`src/rtl/count_capture_fifo.sv`:
```
// count_capture_fifo
//   Snapshots an 8-bit counter value into a small FIFO on a capture strobe
//   and drains the FIFO through a valid/ready stream. Captures that arrive
//   while the FIFO is full are dropped and counted so software can detect
//   lost samples.
//
// Ports
//   clk          rising-edge clock
//   reset        asynchronous, active-high reset
//   i_count      counter value to capture
//   count_valid  qualifier for i_count; captures are ignored while low
//   i_capture    capture strobe, sampled every cycle
//   i_clr        synchronous flush of FIFO contents, flags and baseline
//   o_data       FIFO head entry (0 while empty)
//   o_valid      FIFO not empty
//   i_ready      consumer accepts o_data when o_valid & i_ready
//   o_level      current entry count, 0..DEPTH
//   o_full       o_level == DEPTH
//   o_overflow   sticky flag, at least one capture dropped
//   o_drop_cnt   dropped-capture count, saturating at 255
//
// Configuration
//   CAPTURE_DELTA_EN  when defined, each entry stores the difference from the
//                     previously written capture instead of the raw count.

module count_capture_fifo #(
    parameter int WIDTH = 8,
    parameter int DEPTH = 8,
    parameter int AW    = $clog2(DEPTH)
) (
    input  logic             clk,
    input  logic             reset,
    input  logic [WIDTH-1:0] i_count,
    input  logic             count_valid,
    input  logic             i_capture,
    input  logic             i_clr,
    output logic [WIDTH-1:0] o_data,
    output logic             o_valid,
    input  logic             i_ready,
    output logic [AW:0]      o_level,
    output logic             o_full,
    output logic             o_overflow,
    output logic [7:0]       o_drop_cnt
);

    localparam logic [AW:0] PTR_ONE = {{AW{1'b0}}, 1'b1};

    logic [WIDTH-1:0] mem_q [DEPTH];

    logic [AW:0] wr_ptr_q, wr_ptr_d;
    logic [AW:0] rd_ptr_q, rd_ptr_d;
    logic [AW:0] level_q, level_d;
    logic        valid_q, valid_d;
    logic        full_q, full_d;
    logic        overflow_q, overflow_d;
    logic [7:0]  drop_cnt_q, drop_cnt_d;

    logic             push;
    logic             pop;
    logic             ptr_full;
    logic             wr_en;
    logic             drop;
    logic [WIDTH-1:0] wr_data;

`ifdef CAPTURE_DELTA_EN
    logic [WIDTH-1:0] baseline_q, baseline_d;
`endif

    // Handshake decode. Full comes from the pointer MSB compare; a full FIFO
    // still accepts a push when the head is popped in the same cycle.
    always_comb begin
        push     = i_capture & count_valid;
        pop      = valid_q & i_ready;
        ptr_full = (wr_ptr_q[AW] != rd_ptr_q[AW]) &&
                   (wr_ptr_q[AW-1:0] == rd_ptr_q[AW-1:0]);
        wr_en    = push & (~ptr_full | pop) & ~i_clr;
        drop     = push & ptr_full & ~pop & ~i_clr;
    end

    // Entry value: raw count, or modulo difference from the last written capture.
`ifdef CAPTURE_DELTA_EN
    always_comb begin
        wr_data    = i_count - baseline_q;
        baseline_d = baseline_q;
        if (i_clr) begin
            baseline_d = '0;
        end else if (wr_en) begin
            baseline_d = i_count;
        end
    end
`else
    always_comb begin
        wr_data = i_count;
    end
`endif

    // Next-state for pointers and flags; level/valid/full are derived from the
    // next pointers so they stay registered outputs.
    always_comb begin
        wr_ptr_d   = wr_ptr_q;
        rd_ptr_d   = rd_ptr_q;
        overflow_d = overflow_q;
        drop_cnt_d = drop_cnt_q;
        if (i_clr) begin
            wr_ptr_d   = '0;
            rd_ptr_d   = '0;
            overflow_d = 1'b0;
            drop_cnt_d = '0;
        end else begin
            if (wr_en) begin
                wr_ptr_d = wr_ptr_q + PTR_ONE;
            end
            if (pop) begin
                rd_ptr_d = rd_ptr_q + PTR_ONE;
            end
            if (drop) begin
                overflow_d = 1'b1;
                if (drop_cnt_q != 8'hFF) begin
                    drop_cnt_d = drop_cnt_q + 8'd1;
                end
            end
        end
        level_d = wr_ptr_d - rd_ptr_d;
        valid_d = (wr_ptr_d != rd_ptr_d);
        full_d  = (wr_ptr_d[AW] != rd_ptr_d[AW]) &&
                  (wr_ptr_d[AW-1:0] == rd_ptr_d[AW-1:0]);
    end

    // FIFO state registers.
    always_ff @(posedge clk or posedge reset) begin
        if (reset) begin
            wr_ptr_q   <= '0;
            rd_ptr_q   <= '0;
            level_q    <= '0;
            valid_q    <= 1'b0;
            full_q     <= 1'b0;
            overflow_q <= 1'b0;
            drop_cnt_q <= '0;
        end else begin
            wr_ptr_q   <= wr_ptr_d;
            rd_ptr_q   <= rd_ptr_d;
            level_q    <= level_d;
            valid_q    <= valid_d;
            full_q     <= full_d;
            overflow_q <= overflow_d;
            drop_cnt_q <= drop_cnt_d;
        end
    end

`ifdef CAPTURE_DELTA_EN
    // Delta baseline register.
    always_ff @(posedge clk or posedge reset) begin
        if (reset) begin
            baseline_q <= '0;
        end else begin
            baseline_q <= baseline_d;
        end
    end
`endif

    // Storage array needs no reset: o_data is masked whenever the FIFO is empty.
    always_ff @(posedge clk) begin
        if (wr_en) begin
            mem_q[wr_ptr_q[AW-1:0]] <= wr_data;
        end
    end

    always_comb begin
        o_data     = valid_q ? mem_q[rd_ptr_q[AW-1:0]] : '0;
        o_valid    = valid_q;
        o_level    = level_q;
        o_full     = full_q;
        o_overflow = overflow_q;
        o_drop_cnt = drop_cnt_q;
    end

endmodule

```
`config.mk`:
```
export PLATFORM = sky130hd
export DESIGN_NAME = count_capture_fifo
export DESIGN_NICKNAME = d
export VERILOG_FILES = /design/src/rtl/count_capture_fifo.sv
export SDC_FILE = /design/constraint.sdc
export NUM_CORES = 1
export LEC_CHECK = 0
export CORE_MARGIN = 3
export CORE_UTILIZATION = 59
export CTS_BUF_LIST = sky130_fd_sc_hd__clkbuf_8
export DETAILED_ROUTE_END_ITERATION = 16
export PLACE_DENSITY = 0.85
export SLEW_MARGIN = 20
export SYNTH_ARGS = -nofsm -noshare
export SYNTH_HDL_FRONTEND = slang
export SYNTH_SLANG_ARGS = --single-unit
```
`constraint.sdc`:
```
create_clock -name clk -period 3.4 [get_ports clk]
set_clock_uncertainty 0.1 [all_clocks]
set_input_delay 0.68 -clock clk [delete_from_list [all_inputs] [get_ports clk]]
set_output_delay 0.68 -clock clk [all_outputs]
set_load 0.005 [all_outputs]
```
Word-level counts from Yosys, hierarchy flattened
Memories as Yosys holds them, arrays and structs flattened.
Index checks and enable logic that the tools add are counted.
- bits in registers: 23
- bits in writable memories: 64
- bits of input ports: 14
- output and inout port bits: 23
- logic and storage cells: 46
- memories kept: 1
- memory list (memory ; depth ; width ; rd ports ; clocked after Yosys merged registers in ; write ports ; line ; RTL):
    mem_q ; 8 ; 8 ; 1 ; 0 ; 1 ; 48 ; logic [WIDTH-1:0] mem_q [DEPTH];
- $add $sub $neg: 4
- eq/ne operators: 6
- muxes and demuxes: 12
- bitwise gates (word level): 11
- reductions and logical operators: 5
- operators with widths (cell ; number):
    two-way mux 8 bit ; 4
    two-way mux 4 bit ; 4
    adder 4 x 1 -> 4 bit, second input constant ; 2
    adder 8 x 1 -> 8 bit, second input constant ; 1
    inequality test 8 bit, second input constant ; 1
    bitwise AND 1 bit ; 7
    equality test 3 bit ; 2
    two-way mux 1 bit ; 4
    inequality test 4 bit ; 1
    nonzero test 2 bit ; 2
    subtractor 4 bit ; 1
    NOT 1 bit ; 3
    logical AND 1 bit ; 2
    inequality test 1 bit ; 2
    AND reduction 2 bit ; 1
    bitwise OR 1 bit ; 1

Logic depth before layout (Yosys ltp)
Gate-level depths: netlist of run 1.
- depth in word-level cells: 10
- gate-level depth with buffers: 11
- depth with buffers taken out: 10

Least setup slack after synthesis of run 1
No wires, ideal clock.
- path kind: input port to flip-flop
- start point: input i_ready
- end point: memory mem_q[1][0] (enable)
- setup time: 0.383 ns
- arrival: 2.095 ns
- data required time: 2.917 ns
- path slack: 0.822 ns
- stages: 5
- buffers on the path: 0
- cell sequence: nand2_1 nand4_2 o211ai_2 or3b_1 nor3_1
- word-level cells in the longest chain between the ends: 6
- RTL lines (item ; line ; RTL):
    start: declaration ; 39 ; input logic i_ready,
    bitwise AND 1 bit ; 73 ; pop = valid_q & i_ready;
    bitwise OR 1 bit ; 76 ; wr_en = push & (~ptr_full | pop) & ~i_clr;
    bitwise AND 1 bit (2 in series) ; 76 ;
    two-way mux 1 bit ; 163 ; if (wr_en) begin
    two-way mux 1 bit (not written as such) ; 164 ; mem_q[wr_ptr_q[AW-1:0]] <= wr_data;
    end: declaration ; 48 ;
No other way between the ends.

Worst setup path after layout of run 1
- start point: register rd_ptr_q[0]
- end point: output o_data[5]
- word-level cells in the longest chain between the ends: 2
- RTL lines (item ; line ; RTL):
    start: declaration ; 51 ; logic [AW:0] rd_ptr_q, rd_ptr_d;
    start signal: assignment ; 141 ; rd_ptr_q <= rd_ptr_d;
    memory (8 x 8 bit) ; n/a ;
    two-way mux 8 bit ; 169 ; o_data = valid_q ? mem_q[rd_ptr_q[AW-1:0]] : '0;
    end: declaration ; 37 ; output logic [WIDTH-1:0] o_data,
No other way between the ends.

==> flow_summary.ini, run 1 <==
[routing]
detail-route-antenna-nets = 0
drt_pass1_iterations = 5
drtIter0Drc = 196
post_drt_wl_per_cell_um = 18.7
drt-total-wl_mm = 6.85
via_per_inst = 5.82
drc = 0
vias = 2131

[sta]
fin_crit_ps = 3080
maxSlewViolCount = 0
fmax_mhz = 325
worst_pin_slew_ps = 872
rsz0062_at_grt = no
hold_viol_final = 0
setup_viol = 0
slew_headroom_pct = 41.8
setup_slack_ps = 319
finalSetupTns_ps = 0
fin_crit_sh_pct = 90.6

[grt]
grt_max_degree = 24
grt_first_pass_wirelength_mm = 11.3
grt_antenna_before_repair = 0
grt_overflow_total = 0
grt_pass1_vias = 2185
grt_usage_pct = 20.6

[yosys]
async_reset_ff_share_pct = 26.4
synth_seq_cells = 87
synth_cell_types = 37
syn_area_sq_um = 3790
syn-num-nets = 258
syn_inst = 237
postSynthAreaPerCell_sq_um = 16.0
yosys_warnings = 0
synthFlopType = edfxtp_1
ys_seq_area_share_pct = 65.9
synth_edf_count = 64

[finish]
drive_above_1_share_pct = 18.9
final_cell_mix = edfxtp_1, clkdlybuf4s50_1, nor2_1, dfrtp_1, mux4_2
syn_to_final_growth_pct = 18.9
mostFrequentLayoutCell = edfxtp_1
fillers = 359
antennaDiodeCount = 0
nets = 307

[status]
outcome = finished, final reports clean

[die]
die_w_um = 86.1
ios = 37
die_h_um = 86.1
core_sq_um = 6060
row_count = 28
start_util_pct = 62.5
dieArea_sq_um = 7420

[worst_setup_path]
worstPathArrival_ps = 2300
reg2reg_from = rd_ptr_q[1]
reg2reg_to = o_level[3]
crit_end = o_data[5]
endpoint_kind = output pin
critPathKind = reg -> out
r2r_cells = 10
crit_start = rd_ptr_q[0]
startpoint_type = flop
r2r_setup_slack_ps = 810
required_ps = 2620
critPathMaxFanout = 16

[clocking]
cts_tree = yes
htree_levels = 3
cts_root_buf = clkbuf_8
cts_made_buffers = 9
numClockSinks = 87
holdBufCountCts = 0
cts_buffer_depth = 2
path_clk_slew_ps = 90
cts_resized = 0
cts_setup_buffers = 0
worst_skew_pair.late_latency_ps = 360

[min_path]
hold_path_class = reg -> reg

[placement]
portBuffers = 36
dpl.hpwl_mm = 4.47
gp_congestion = 0.755
dpl_worst_slack_ps = 384

[pwr]
p_leak_nw = 1.59
vdd_drop_max_v = 0.000315
powerDensity_nw_per_um2 = 509

[job]
maxCapViolCount = 0
-- worst min path at each step --
stage | end | start | slack, ps | cells after the start
final | o_overflow | o_overflow | 400 | 2
after global routing | o_overflow | o_overflow | 460 | 2
after CTS | o_overflow | o_overflow | 410 | 2
after detailed placement | o_overflow | o_overflow | 390 | 2
after global placement | o_overflow | o_overflow | 380 | 2
after floorplan | o_overflow | o_overflow | 390 | 2
-- critical path, cell delays in order (launching register included) --
cell and delay (ps):
dfrtp_1 520, buf_12 230, mux4_2 520, mux2i_1 170
nor2b_1 70, clkdlybuf4s50_1 450
-- metrics by stage --
stage                     power, mW  instance area (sq um)  util (%)  std cells  hold slack [ps]
final                          2.29                   4510      74.3        366              403
after global routing           2.39                   4510      74.3        366              461
after CTS                      2.31                   4510      74.3        366              410
after detailed placement       1.56                   4300      70.9        350              389
after global placement         1.55                   4300      70.9        350              381
after floorplan                1.42                   3790         -        237              389
-- metal layers --
layer	wire length, um	GRT usage, %
met4	108	6.76
met1	2900	27.4
met5	0	0
met2	3470	32.7
met3	378	6.15
-- flip-flops by register name (all words and copies together), names as in the netlist --
name        cells
mem_q          64
o_drop_cnt      8
o_level         4
rd_ptr_q        4
wr_ptr_q        4
o_full          1
o_overflow      1
o_valid         1
-- synthesized netlist by cell type, drive strengths merged, types with 2 or more instances --
cell     instances  share of area, %
ha               6               2.0
nor2            25               2.5
and3             3              0.50
nand2b           3              0.50
xnor2           11               3.1
or2              3              0.50
nand3            8               1.1
nand2            5              0.50
edfxtp          64                51
nor4             3              0.50
xor2             8               2.0
nor2b            9               1.5
a21oi            2              0.26
mux2i           11               2.9
mux4            16               9.5
a31oi            3              0.50
dfrtp           23                15
inv              6              0.59
clkbuf           3              0.30
nor3             5              0.66
o2111ai          3              0.86
buf              8               1.6
nand4            2              0.50
-- cells by family (layout without fill, tap and decap cells) --
kind of cell    Yosys count  count (layout)  share of synthesized area, %
mux                      27              27                          12.4
fa+ha+maj                 7               7                          2.51
buf+inv                  17              71                          2.48
simple gates             68              68                          9.05
flops                    87              87                          65.9
compound gates           12              12                          2.48
xor+xnor                 19              19                          5.18
-- report_power, final --
part / internal (mW) / total, mW / leakage, nW / switching, mW
combinational: 0.196 / 0.336 / 0.590 / 0.139
sequential: 1.17 / 1.20 / 0.893 / 0.0345
clock: 0.358 / 0.758 / 0.105 / 0.401
-- cell type report --
| type | instances | area, sq um | area share [%] |
|---|---|---|---|
| well taps | 75 | 93.8 | 2.08 |
| clock buffers | 9 | 124 | 2.75 |
| multi-input cells | 133 | 1200 | 26.6 |
| repair buffers | 49 | 483 | 10.7 |
| inverters | 6 | 22.5 | 0.500 |
| clock inverters | 7 | 86.3 | 1.92 |
| flip-flops and latches | 87 | 2500 | 55.4 |
No activity file was read; power rests on OpenSTA's default activity.
==> inputs of run 2 (changes only) <==
--- a/config.mk
+++ b/config.mk
@@ -8,6 +8,7 @@
 export CORE_MARGIN = 3
 export CORE_UTILIZATION = 59
 export CTS_BUF_LIST = sky130_fd_sc_hd__clkbuf_8
+export CTS_CLUSTER_DIAMETER = 120
 export DETAILED_ROUTE_END_ITERATION = 16
 export PLACE_DENSITY = 0.85
 export SLEW_MARGIN = 20
==> results of run 2 <==
No change in the layout: final DEF, timing and power equal those of run 1.
==> inputs of run 3 (changes only) <==
--- a/config.mk
+++ b/config.mk
@@ -6,11 +6,11 @@
 export NUM_CORES = 1
 export LEC_CHECK = 0
 export CORE_MARGIN = 3
-export CORE_UTILIZATION = 59
+export CORE_UTILIZATION = 40
 export CTS_BUF_LIST = sky130_fd_sc_hd__clkbuf_8
 export CTS_CLUSTER_DIAMETER = 120
 export DETAILED_ROUTE_END_ITERATION = 16
-export PLACE_DENSITY = 0.85
+export PLACE_DENSITY = 0.62
 export SLEW_MARGIN = 20
 export SYNTH_ARGS = -nofsm -noshare
 export SYNTH_HDL_FRONTEND = slang
==> flow_summary.ini, run 3 (same netlist as run 1, synthesis figures left out) <==
[status]
outcome = finished, final reports clean

[finish]
final_cell_mix = edfxtp_1, clkdlybuf4s50_1, nor2_1, dfrtp_1, buf_4
syn_to_final_growth_pct = 21.1
drive_above_1_share_pct = 19.9
largest_register_ffs = 64
nets = 312
antennaDiodeCount = 0
final_cells = 422
fin_util_pct = 51.1
mostFrequentLayoutCell = edfxtp_1

[grt]
grt_pass1_vias = 2125
grt_usage_pct = 14.2
grt_antenna_before_repair = 0
grt_overflow_total = 0
grt_first_pass_wirelength_mm = 11.0
grt_max_degree = 24

[worst_setup_path]
required_ps = 2620
r2r_setup_slack_ps = 930
critPathMaxFanout = 16
critPathSlowestCell = mux4_2
critPathTopFamily = buffers and inverters
startpoint_type = flop
reg2reg_from = rd_ptr_q[2]
r2r_cells = 10
cp_num_cells = 5
slowest_delay_ps = 520
endpoint_kind = output pin
worstPathArrival_ps = 2280
crit_chain = buf_12 -> mux4_2 -> mux2i_1 -> nor2b_1 -> clkdlybuf4s50_1
critPathKind = reg -> out
path_buf_inv = 2
reg2reg_to = o_level[3]

[clocking]
cts_root_buf = clkbuf_8
cts_resized = 0
cts_setup_buffers = 0
htree_levels = 3
worst_skew_pair.late_latency_ps = 360
cts_tree = yes
cts_made_buffers = 9
cts_buffer_depth = 2
path_clk_slew_ps = 90
holdBufCountCts = 0
numClockSinks = 87

[die]
dieArea_sq_um = 10700
core_sq_um = 8980
start_util_pct = 42.2
die_h_um = 103
row_count = 34
ios = 37
die_w_um = 103

[sta]
rsz0062_at_grt = no
hold_viol_final = 0
fin_crit_ps = 3060
worst_pin_slew_ps = 867
hold_ws_ps = 408
setup_viol = 0
slew_headroom_pct = 42.1
fin_crit_sh_pct = 90.0
maxSlewViolCount = 0
fmax_mhz = 327
finalSetupTns_ps = 0

[placement]
gp_congestion = 0.742
dp.cells = 406
portBuffers = 36
dpl.hpwl_mm = 4.68

[routing]
drtIter0Drc = 122
drc = 0
detail-route-antenna-nets = 0
post_drt_wl_per_cell_um = 16.4
vias = 2071
via_per_inst = 4.91
drt-total-wl_mm = 6.91
drt_pass1_iterations = 6

[min_path]
hold_path_class = reg -> reg
worst_hold_path.endpoint = o_overflow
hold_start = o_overflow
hold_depth = 2

[pwr]
powerDensity_nw_per_um2 = 496
p_leak_nw = 1.61
total_power_mw = 2.28
vdd_drop_max_v = 0.000192

[job]
maxCapViolCount = 0
run 3: routing by layer:
metal	vias to the layer above	routed length, um	GRT usage [%]
li1	995	-	-
met1	1038	3190	18.5
met2	30	3440	23.5
met3	8	213	3.09
met4	0	72	5.08
met5	-	0	0
run 3: cell type report:
type / instances / area (sq um)
Clock buffer: 9 / 124
Clock inverter: 7 / 80.1
Fill cell: 786 / 4390
Inverter: 6 / 22.5
Multi-Input combinational cell: 133 / 1200
Sequential cell: 87 / 2500
Tap cell: 126 / 158
Timing Repair Buffer: 54 / 508
run 3: worst reg2reg max path: stages, from the launching register on:
cell	delay [ps]
dfrtp_1	370
buf_4	210
xnor2_2	180
nand4_2	120
o211ai_2	240
mux2i_1	230
nor2_1	110
ha_1	340
a21o_1	180
a21oi_1	170
xnor2_1	90
run 3: metrics by stage:
step | area (sq um) | worst slack, ps
final | 4590 | 340
after global routing | 4590 | 204
after CTS | 4590 | 304
after detailed placement | 4380 | 349
after global placement | 4380 | 393
after floorplan | 3790 | 822
run 3: worst max-delay path by stage:
stage | from | to | slack (ps)
final | rd_ptr_q[0] | o_data[4] | 340
after global routing | rd_ptr_q[0] | o_data[4] | 200
after CTS | rd_ptr_q[0] | o_data[4] | 300
after detailed placement | i_ready | o_level[3] | 350
after global placement | i_ready | o_level[3] | 390
after floorplan | i_ready | mem_q[1][0] | 820
run 3: power by group:
| part | total [mW] | internal (mW) | switching, mW |
|---|---|---|---|
| registers | 1.18 | 1.17 | 0.0151 |
| clock network | 0.736 | 0.350 | 0.386 |
| logic | 0.361 | 0.201 | 0.159 |
